$ cat config.mk
export PLATFORM = sky130hd
export DESIGN_NAME = dma_audio_engine_flat
export DESIGN_NICKNAME = d
export VERILOG_FILES = /design/src/rtl/audio_pkg.sv /design/src/rtl/dma_audio_engine_if.sv /design/src/rtl/audio_fifo.sv /design/src/rtl/dma_audio_engine.sv /design/src/flat_wrapper.sv
export SDC_FILE = /design/constraint.sdc
export NUM_CORES = 1
export LEC_CHECK = 0
export BUFFER_PORTS_ARGS = -buffer_cell sky130_fd_sc_hd__buf_2
export CORE_MARGIN = 5
export CORE_UTILIZATION = 55
export CTS_BUF_LIST = sky130_fd_sc_hd__clkbuf_16
export CTS_CLUSTER_DIAMETER = 60
export DETAILED_ROUTE_END_ITERATION = 8
export GPL_ROUTABILITY_DRIVEN = 0
export PLACE_DENSITY = 0.84
export SKIP_LAST_GASP = 1
export SLEW_MARGIN = 10
export SYNTH_ARGS = -nofsm -noshare
export SYNTH_HDL_FRONTEND = slang
export SYNTH_SLANG_ARGS = --single-unit
$ cat constraint.sdc
create_clock -name clk32 -period 5.1 [get_ports clk32]
set_input_delay 0.255 -clock clk32 [delete_from_list [all_inputs] [get_ports clk32]]
set_output_delay 0.255 -clock clk32 [all_outputs]
set_load 0.05 [all_outputs]
$ cat src/rtl/audio_pkg.sv
// Shared rate/format codes and sample helpers for the DMA audio engine.
package audio_pkg;

    // Playback rate select: base tick divided by 1/2/4/8.
    typedef enum logic [1:0] {
        RATE_6K25 = 2'd0,
        RATE_12K5 = 2'd1,
        RATE_25K  = 2'd2,
        RATE_50K  = 2'd3
    } rate_e;

    // Sample format select; the reserved code plays as 8-bit stereo.
    typedef enum logic [1:0] {
        FMT_S8   = 2'd0,
        FMT_M8   = 2'd1,
        FMT_S16  = 2'd2,
        FMT_RSVD = 2'd3
    } fmt_e;

    localparam logic [15:0] MIDSCALE = 16'h8000;

    // Rate-counter bits that must all be zero for a playback tick.
    function automatic logic [2:0] rate_mask(input logic [1:0] r);
        case (rate_e'(r))
            RATE_50K:  return 3'b000;
            RATE_25K:  return 3'b001;
            RATE_12K5: return 3'b011;
            default:   return 3'b111;
        endcase
    endfunction

    // Signed 8-bit sample to 16-bit offset binary.
    function automatic logic [15:0] byte_sample(input logic [7:0] b);
        return {b ^ 8'h80, 8'h00};
    endfunction

endpackage

$ cat src/rtl/dma_audio_engine_if.sv
// RAM-bus side of the sound DMA: load strobe, data bus and request.
interface dma_audio_engine_if;
    logic        SLOAD_N;
    logic [15:0] MDIN;
    logic        SREQ;

    // MCU/DMA side drives loads and watches the request.
    modport master (
        output SLOAD_N,
        output MDIN,
        input  SREQ
    );

    // Audio engine side.
    modport slave (
        input  SLOAD_N,
        input  MDIN,
        output SREQ
    );
endinterface

$ cat src/rtl/audio_fifo.sv
// Sample-word FIFO with two-word lookahead and pop-by-0/1/2.
// Pointers carry one extra bit so all 2^FIFO_ADDR_BITS entries are usable.
module audio_fifo #(
    parameter int unsigned FIFO_ADDR_BITS = 3
) (
    input  logic                    clk32,
    input  logic                    resb,
    input  logic                    clear,
    input  logic                    wr_en,
    input  logic [15:0]             wr_data,
    input  logic [1:0]              pop,
    output logic [15:0]             rd0,
    output logic [15:0]             rd1,
    output logic [FIFO_ADDR_BITS:0] level,
    output logic                    full
);
    localparam int unsigned AW    = FIFO_ADDR_BITS;
    localparam int unsigned PW    = FIFO_ADDR_BITS + 1;
    localparam int unsigned DEPTH = 1 << FIFO_ADDR_BITS;
    localparam logic [PW-1:0] DEPTH_W = PW'(DEPTH);

    logic [15:0]   mem [DEPTH];
    logic [PW-1:0] wp_q;
    logic [PW-1:0] rp_q;
    logic [PW-1:0] rp_next;
    logic          push;

    assign level   = wp_q - rp_q;
    assign full    = (level == DEPTH_W);
    // A word offered while full is dropped; clear discards a same-cycle write.
    assign push    = wr_en & ~full & ~clear;
    assign rp_next = rp_q + 1'b1;
    assign rd0     = mem[rp_q[AW-1:0]];
    assign rd1     = mem[rp_next[AW-1:0]];

    // Read/write pointer update; consumer never pops during clear.
    always_ff @(posedge clk32 or negedge resb) begin
        if (!resb) begin
            wp_q <= '0;
            rp_q <= '0;
        end else if (clear) begin
            wp_q <= '0;
            rp_q <= '0;
        end else begin
            if (push) begin
                wp_q <= wp_q + 1'b1;
            end
            rp_q <= rp_q + PW'(pop);
        end
    end

    // Storage array write.
    always_ff @(posedge clk32) begin
        if (push) begin
            mem[wp_q[AW-1:0]] <= wr_data;
        end
    end

endmodule

$ cat src/rtl/dma_audio_engine.sv
// DMA sound engine: buffers DMA-loaded words, paces playback from clk32
// and formats 8-bit stereo/mono or 16-bit stereo into offset-binary outputs.
module dma_audio_engine
    import audio_pkg::*;
#(
    parameter int unsigned FIFO_ADDR_BITS = 3,
    parameter int unsigned SREQ_FREE      = 1,
    parameter int unsigned BASE_DIV       = 640
) (
    input  logic                    clk32,
    input  logic                    resb,
    dma_audio_engine_if.slave       bus,
    input  logic                    enable,
    input  logic                    flush,
    input  logic [1:0]              rate,
    input  logic [1:0]              fmt,
    output logic [15:0]             audio_left,
    output logic [15:0]             audio_right,
    output logic [FIFO_ADDR_BITS:0] level,
    output logic                    underrun,
    output logic                    overflow
);
    localparam int unsigned LW     = FIFO_ADDR_BITS + 1;
    localparam int unsigned DEPTH  = 1 << FIFO_ADDR_BITS;
    localparam int unsigned BASE_W = (BASE_DIV > 1) ? $clog2(BASE_DIV) : 1;
    localparam logic [LW-1:0]     DEPTH_W     = LW'(DEPTH);
    localparam logic [LW-1:0]     SREQ_FREE_W = LW'(SREQ_FREE);
    localparam logic [LW-1:0]     ONE_W       = LW'(1);
    localparam logic [LW-1:0]     TWO_W       = LW'(2);
    localparam logic [BASE_W-1:0] BASE_LAST   = BASE_W'(BASE_DIV - 1);

    logic              sload_q;
    logic              enable_q;
    logic              load;
    logic              enable_rise;
    logic              clear;
    logic [BASE_W-1:0] base_cnt_q;
    logic              base_tick;
    logic [2:0]        rate_cnt_q;
    logic              tick;
    fmt_e              fmt_cur;
    logic [1:0]        pop;
    logic [15:0]       left_d;
    logic [15:0]       right_d;
    logic              bytesel_q;
    logic              bytesel_d;
    logic              underrun_set;
    logic              full;
    logic [15:0]       rd0;
    logic [15:0]       rd1;

    assign load        = sload_q & ~bus.SLOAD_N;
    assign enable_rise = enable & ~enable_q;
    assign clear       = flush | enable_rise;
    assign base_tick   = (base_cnt_q == BASE_LAST);
    assign tick        = base_tick & enable & ~|(rate_cnt_q & rate_mask(rate));
    assign fmt_cur     = (fmt_e'(fmt) == FMT_RSVD) ? FMT_S8 : fmt_e'(fmt);
    assign bus.SREQ    = (DEPTH_W - level) >= SREQ_FREE_W;

    audio_fifo #(
        .FIFO_ADDR_BITS (FIFO_ADDR_BITS)
    ) u_fifo (
        .clk32   (clk32),
        .resb    (resb),
        .clear   (clear),
        .wr_en   (load),
        .wr_data (bus.MDIN),
        .pop     (pop),
        .rd0     (rd0),
        .rd1     (rd1),
        .level   (level),
        .full    (full)
    );

    // Edge detectors for the load strobe and the enable bit.
    always_ff @(posedge clk32 or negedge resb) begin
        if (!resb) begin
            sload_q  <= 1'b1;
            enable_q <= 1'b0;
        end else begin
            sload_q  <= bus.SLOAD_N;
            enable_q <= enable;
        end
    end

    // Free-running base divider, 0..BASE_DIV-1.
    always_ff @(posedge clk32 or negedge resb) begin
        if (!resb) begin
            base_cnt_q <= '0;
        end else if (base_tick) begin
            base_cnt_q <= '0;
        end else begin
            base_cnt_q <= base_cnt_q + 1'b1;
        end
    end

    // Rate sub-divider: held at zero while disabled so the first base tick plays.
    always_ff @(posedge clk32 or negedge resb) begin
        if (!resb) begin
            rate_cnt_q <= '0;
        end else if (!enable) begin
            rate_cnt_q <= '0;
        end else if (base_tick) begin
            rate_cnt_q <= rate_cnt_q + 3'd1;
        end
    end

    // Sample formatting and FIFO consumption at a playback tick.
    always_comb begin
        pop          = 2'd0;
        left_d       = audio_left;
        right_d      = audio_right;
        bytesel_d    = (fmt_cur == FMT_M8) ? bytesel_q : 1'b0;
        underrun_set = 1'b0;
        if (tick && !clear) begin
            case (fmt_cur)
                FMT_S16: begin
                    if (level >= TWO_W) begin
                        left_d  = rd0 ^ MIDSCALE;
                        right_d = rd1 ^ MIDSCALE;
                        pop     = 2'd2;
                    end else begin
                        underrun_set = 1'b1;
                    end
                end
                FMT_M8: begin
                    if (level >= ONE_W) begin
                        left_d    = byte_sample(bytesel_q ? rd0[7:0] : rd0[15:8]);
                        right_d   = left_d;
                        bytesel_d = ~bytesel_q;
                        // Word retires only once its low byte has played.
                        pop       = bytesel_q ? 2'd1 : 2'd0;
                    end else begin
                        underrun_set = 1'b1;
                    end
                end
                default: begin
                    if (level >= ONE_W) begin
                        left_d  = byte_sample(rd0[15:8]);
                        right_d = byte_sample(rd0[7:0]);
                        pop     = 2'd1;
                    end else begin
                        underrun_set = 1'b1;
                    end
                end
            endcase
        end
    end

    // Registered outputs, byte select and sticky status.
    always_ff @(posedge clk32 or negedge resb) begin
        if (!resb) begin
            audio_left  <= MIDSCALE;
            audio_right <= MIDSCALE;
            bytesel_q   <= 1'b0;
            underrun    <= 1'b0;
            overflow    <= 1'b0;
        end else if (clear) begin
            bytesel_q <= 1'b0;
            underrun  <= 1'b0;
            overflow  <= 1'b0;
            // Enable rising alone keeps the last sample on the outputs.
            if (flush) begin
                audio_left  <= MIDSCALE;
                audio_right <= MIDSCALE;
            end
        end else begin
            audio_left  <= left_d;
            audio_right <= right_d;
            bytesel_q   <= bytesel_d;
            underrun    <= underrun | underrun_set;
            overflow    <= overflow | (load & full);
        end
    end

endmodule
$ cat src/flat_wrapper.sv
// flat-port wrapper written by rule: the top's interface ports become plain ports
module dma_audio_engine_flat import audio_pkg::*;
#(
    parameter int unsigned FIFO_ADDR_BITS = 3,
    parameter int unsigned SREQ_FREE      = 1,
    parameter int unsigned BASE_DIV       = 640
)
  (clk32, resb, enable, flush, rate, fmt, audio_left, audio_right, level, underrun, overflow, bus_SLOAD_N, bus_MDIN, bus_SREQ);
  dma_audio_engine_if bus_i ();
  input  logic clk32;
  input  logic resb;
  input  logic enable;
  input  logic flush;
  input  logic [1:0] rate;
  input  logic [1:0] fmt;
  output logic [15:0] audio_left;
  output logic [15:0] audio_right;
  output logic [FIFO_ADDR_BITS:0] level;
  output logic underrun;
  output logic overflow;
  input wire logic [$bits(bus_i.SLOAD_N)-1:0] bus_SLOAD_N;
  input wire logic [$bits(bus_i.MDIN)-1:0] bus_MDIN;
  output wire logic [$bits(bus_i.SREQ)-1:0] bus_SREQ;
  assign bus_i.SLOAD_N = bus_SLOAD_N;
  assign bus_i.MDIN = bus_MDIN;
  assign bus_SREQ = bus_i.SREQ;
  dma_audio_engine #(.FIFO_ADDR_BITS(FIFO_ADDR_BITS), .SREQ_FREE(SREQ_FREE), .BASE_DIV(BASE_DIV)) u_core (.clk32(clk32), .resb(resb), .bus(bus_i), .enable(enable), .flush(flush), .rate(rate), .fmt(fmt), .audio_left(audio_left), .audio_right(audio_right), .level(level), .underrun(underrun), .overflow(overflow));
endmodule
==> summary.md <==
| Metric | Value |
|---|---|
| Largest net degree at the start of global routing | `66` |
| Startpoint Class | `flop` |
| Cell variety after synth | `54` |
| Post-CTS Resized | `0` |
| R2r endpoint | `u_core.u_fifo.mem[5][5]` |
| Ys Warns | `0` |
| Gr ovfl total | `0` |
| Area Overhead vs Synth | `13.6%` |
| Minimum clock period | `3.91 ns` |
| I/O Pins | `64` |
| Root Driver | `clkbuf_16` |
| Die width | `136 microns` |
| Cells after DPL | `799` |
| Worst hold stages | `1` |
| Wire length per cell | `23.7 microns` |
| Setup TNS Final | `0 ns` |
| FF+latch area | `5300 sq um` |
| Vias in the first global route | `5512` |
| Area of the multi-input gates | `3360 sq um` |
| Synthesized cell area | `8780 sq um` |
| Synth area leaders | `edfxtp_1 (44%), mux4_2 (16%), dfrtp_1 (16%), mux2_4 (2.6%), mux2i_1 (2.2%)` |
| Routed WL | `19800 microns` |
| Top-count cell post-synth | `edfxtp_1` |
| Cell Count, Final, Fillers Out | `834` |
| Number of synthesized flops with an enable pin | `128` |
| Vias/cell | `6.30` |
| Biggest area consumer among synthesized cells | `edfxtp_1` |
| Outcome | `finished, final reports clean` |
| Worst R2R Setup Slack | `1.19 ns` |
| Hold EP | `u_core.u_fifo.mem[4][12]` |
| N_diodes | `0` |
| Synth cell count leaders | `edfxtp_1 (128), mux4_2 (64), dfrtp_1 (55)` |
| Initial core utilization | `0.557` |
| Design area | `9980 sq um` |
| Syn Inst Count | `534` |
| Hold buffers post-CTS | `3` |
| CTS buffer count | `17` |
| FFs w/ async S/R, synth | `0.312` |
| Clock Sink Count | `186` |
| Die area | `18600 sq um` |
| Max Freq | `256 MHz` |
| Fin. Hold Viols | `0` |
| Worst Setup End Kind | `flop` |
| Clk_lat worst skew | `0.45 ns` |
| Fin crit share | `0.766` |
| Core ar. | `15800 sq um` |
| Worst hold start | `bus_MDIN[12]` |
| Global-route wire length before repair | `31200 microns` |
| Sequential fraction of the synthesis area | `0.604` |
| ANT nets after route | `0` |
| Worst r2r src | `u_core.u_fifo.wp_q[1]` |
| # rows | `46` |
| Worst slew margin | `0.238` |
| Unrepaired setup endpoints after global routing | `false` |
| H-tree levels | `4` |
| CTS Buffer Depth | `2` |
| Worst slew pin tran | `1.13 ns` |
| DRC | `0` |
| Hold/Removal Path Class | `input pin to flop` |
| Post-CTS setup buffers | `0` |
| Final setup violating endpoints | `0` |
| HPWL Detailed | `12700 microns` |
| CP Max Fanout | `16` |
| Cell Area, Placed | `9390 sq um` |
| PwrDens | `301 nW/um^2` |
| Leak | `3.78 nW` |
| Via count | `5256` |
| Layout cells sized above 1 | `0.335` |
| I/O Buffers | `63` |
| CP Class | `flop to flop` |
| Critical path data arrival time | `3.97 ns` |
| Final nets | `643` |
| Synth top area share | `0.438` |
| Post-synth top flop | `edfxtp_1` |
| MaxCap Viol Count | `0` |
| Synthesized area per cell | `16.4 sq um` |
| GRT Overall Usage | `0.228` |
| Chip Height | `136 microns` |
| Slew Limit Fails | `0` |
| Fill cells | `1110` |
| CTS tree | `built` |
| Worst Skew | `0.0195 ns` |
| Initial antenna violation count | `2` |
| 1st-iter DRT viols | `566` |
| Register bit total from synthesis | `186` |
| WHS | `0.0752 ns` |
| Req. time, crit path | `5.16 ns` |
| Clock Pin Slew Worst Setup and Hold Paths | `0.07 ns` |
| Reg2Reg Depth | `8` |
| Worst vdd ir | `0.271 mV` |
| First-pass iteration count of the detailed router | `5` |
| Post-Syn Nets | `572` |
-- logic make-up (layout without fill, tap and decap cells) --
| family | Yosys count | count (layout) | share of synthesized area |
|---|---|---|---|
| flip-flops | 186 | 186 | 0.604 |
| AND/OR/NAND/NOR | 102 | 102 | 0.0618 |
| multiplexers | 100 | 100 | 0.214 |
| AO/OA/AOI/OAI | 78 | 78 | 0.0644 |
| buffers and inverters | 40 | 124 | 0.0209 |
| XOR/XNOR | 15 | 15 | 0.0150 |
| adder cells (fa/ha/maj) | 13 | 13 | 0.0202 |
-- metrics by stage --
stage               setup WS [ns]  total power, mW  utilization
floorplan                   0.222             1.74            -
finish                       1.19             3.00        0.633
global placement             1.51             1.79        0.596
detailed placement           1.24             1.79        0.596
global route                 1.02             3.10        0.633
CTS                          1.18             3.02        0.633
-- worst max path at each step --
stage                                startpoint                      end
final                     u_core.u_fifo.wp_q[1]  u_core.u_fifo.mem[5][5]
after global routing      u_core.u_fifo.wp_q[1]  u_core.u_fifo.mem[5][4]
after CTS                 u_core.u_fifo.wp_q[1]  u_core.u_fifo.mem[5][4]
after detailed placement  u_core.u_fifo.wp_q[1]  u_core.u_fifo.mem[5][2]
after global placement    u_core.u_fifo.wp_q[1]  u_core.u_fifo.mem[5][1]
after floorplan           u_core.u_fifo.rp_q[2]  u_core.u_fifo.mem[4][0]
-- placed cells by master, fill, tap and decap left out, drive strengths merged, types with 6 or more instances in the layout --
cell type,netlist,routed
mux2i,19,19
inv,14,18
xnor2,10,10
a21oi,18,18
nand3,7,7
dfrtp,55,55
o21bai,8,8
o22ai,7,7
mux4,64,64
clkinv,0,7
buf,19,75
mux2,17,17
a22o,15,15
edfxtp,128,128
clkbuf,7,17
a22oi,7,7
nor2,24,24
o211ai,7,7
ha,11,11
nand2,32,32
nor3,6,6
-- sequential cells by signal (all words and copies together) (netlist names) --
register            cells
u_core.bytesel_q        1
u_core.u_fifo.rp_q      4
u_core.u_fifo.mem     128
u_core.underrun         1
u_core.u_fifo.wp_q      4
u_core.base_cnt_q      10
u_core.audio_left      16
u_core.audio_right     16
u_core.rate_cnt_q       3
u_core.sload_q          1
u_core.overflow         1
u_core.enable_q         1
-- final cells by class --
| class | instances | share of cell area |
|---|---|---|
| multi-input combinational | 308 | 0.337 |
| timing repair buffer | 78 | 0.0436 |
| inverter | 14 | 0.00527 |
| clock inverter | 15 | 0.0128 |
| tap | 216 | 0.0271 |
| clock buffer | 17 | 0.0426 |
| sequential | 186 | 0.531 |
-- metal layers --
| metal | GRT usage | share of wire | up-vias |
|---|---|---|---|
| met3 | 0.0585 | 0.080 | 45 |
| met1 | 0.300 | 0.39 | 2656 |
| met4 | 0.0773 | 0.025 | 4 |
| li1 | - | - | 2269 |
| met5 | 0 | 0.00096 | - |
| met2 | 0.374 | 0.50 | 282 |
-- worst max-delay path, stage by stage, from the launching register on --
cell and delay (ns):
dfrtp_1 0.64, inv_1 0.24, fa_1 0.48, xnor2_1 0.24
or3_1 0.20, o311ai_0 0.18, buf_4 0.26, or2_2 0.36
nor3b_4 0.90
-- report_power, final --
| part | internal (mW) | leakage (nW) | total, mW | switching [mW] |
|---|---|---|---|---|
| logic | 0.0426 | 1.59 | 0.131 | 0.0886 |
| clock network | 0.671 | 0.265 | 1.24 | 0.568 |
| registers | 1.63 | 1.93 | 1.63 | 0.00679 |
(Power assumes the default switching activity.)
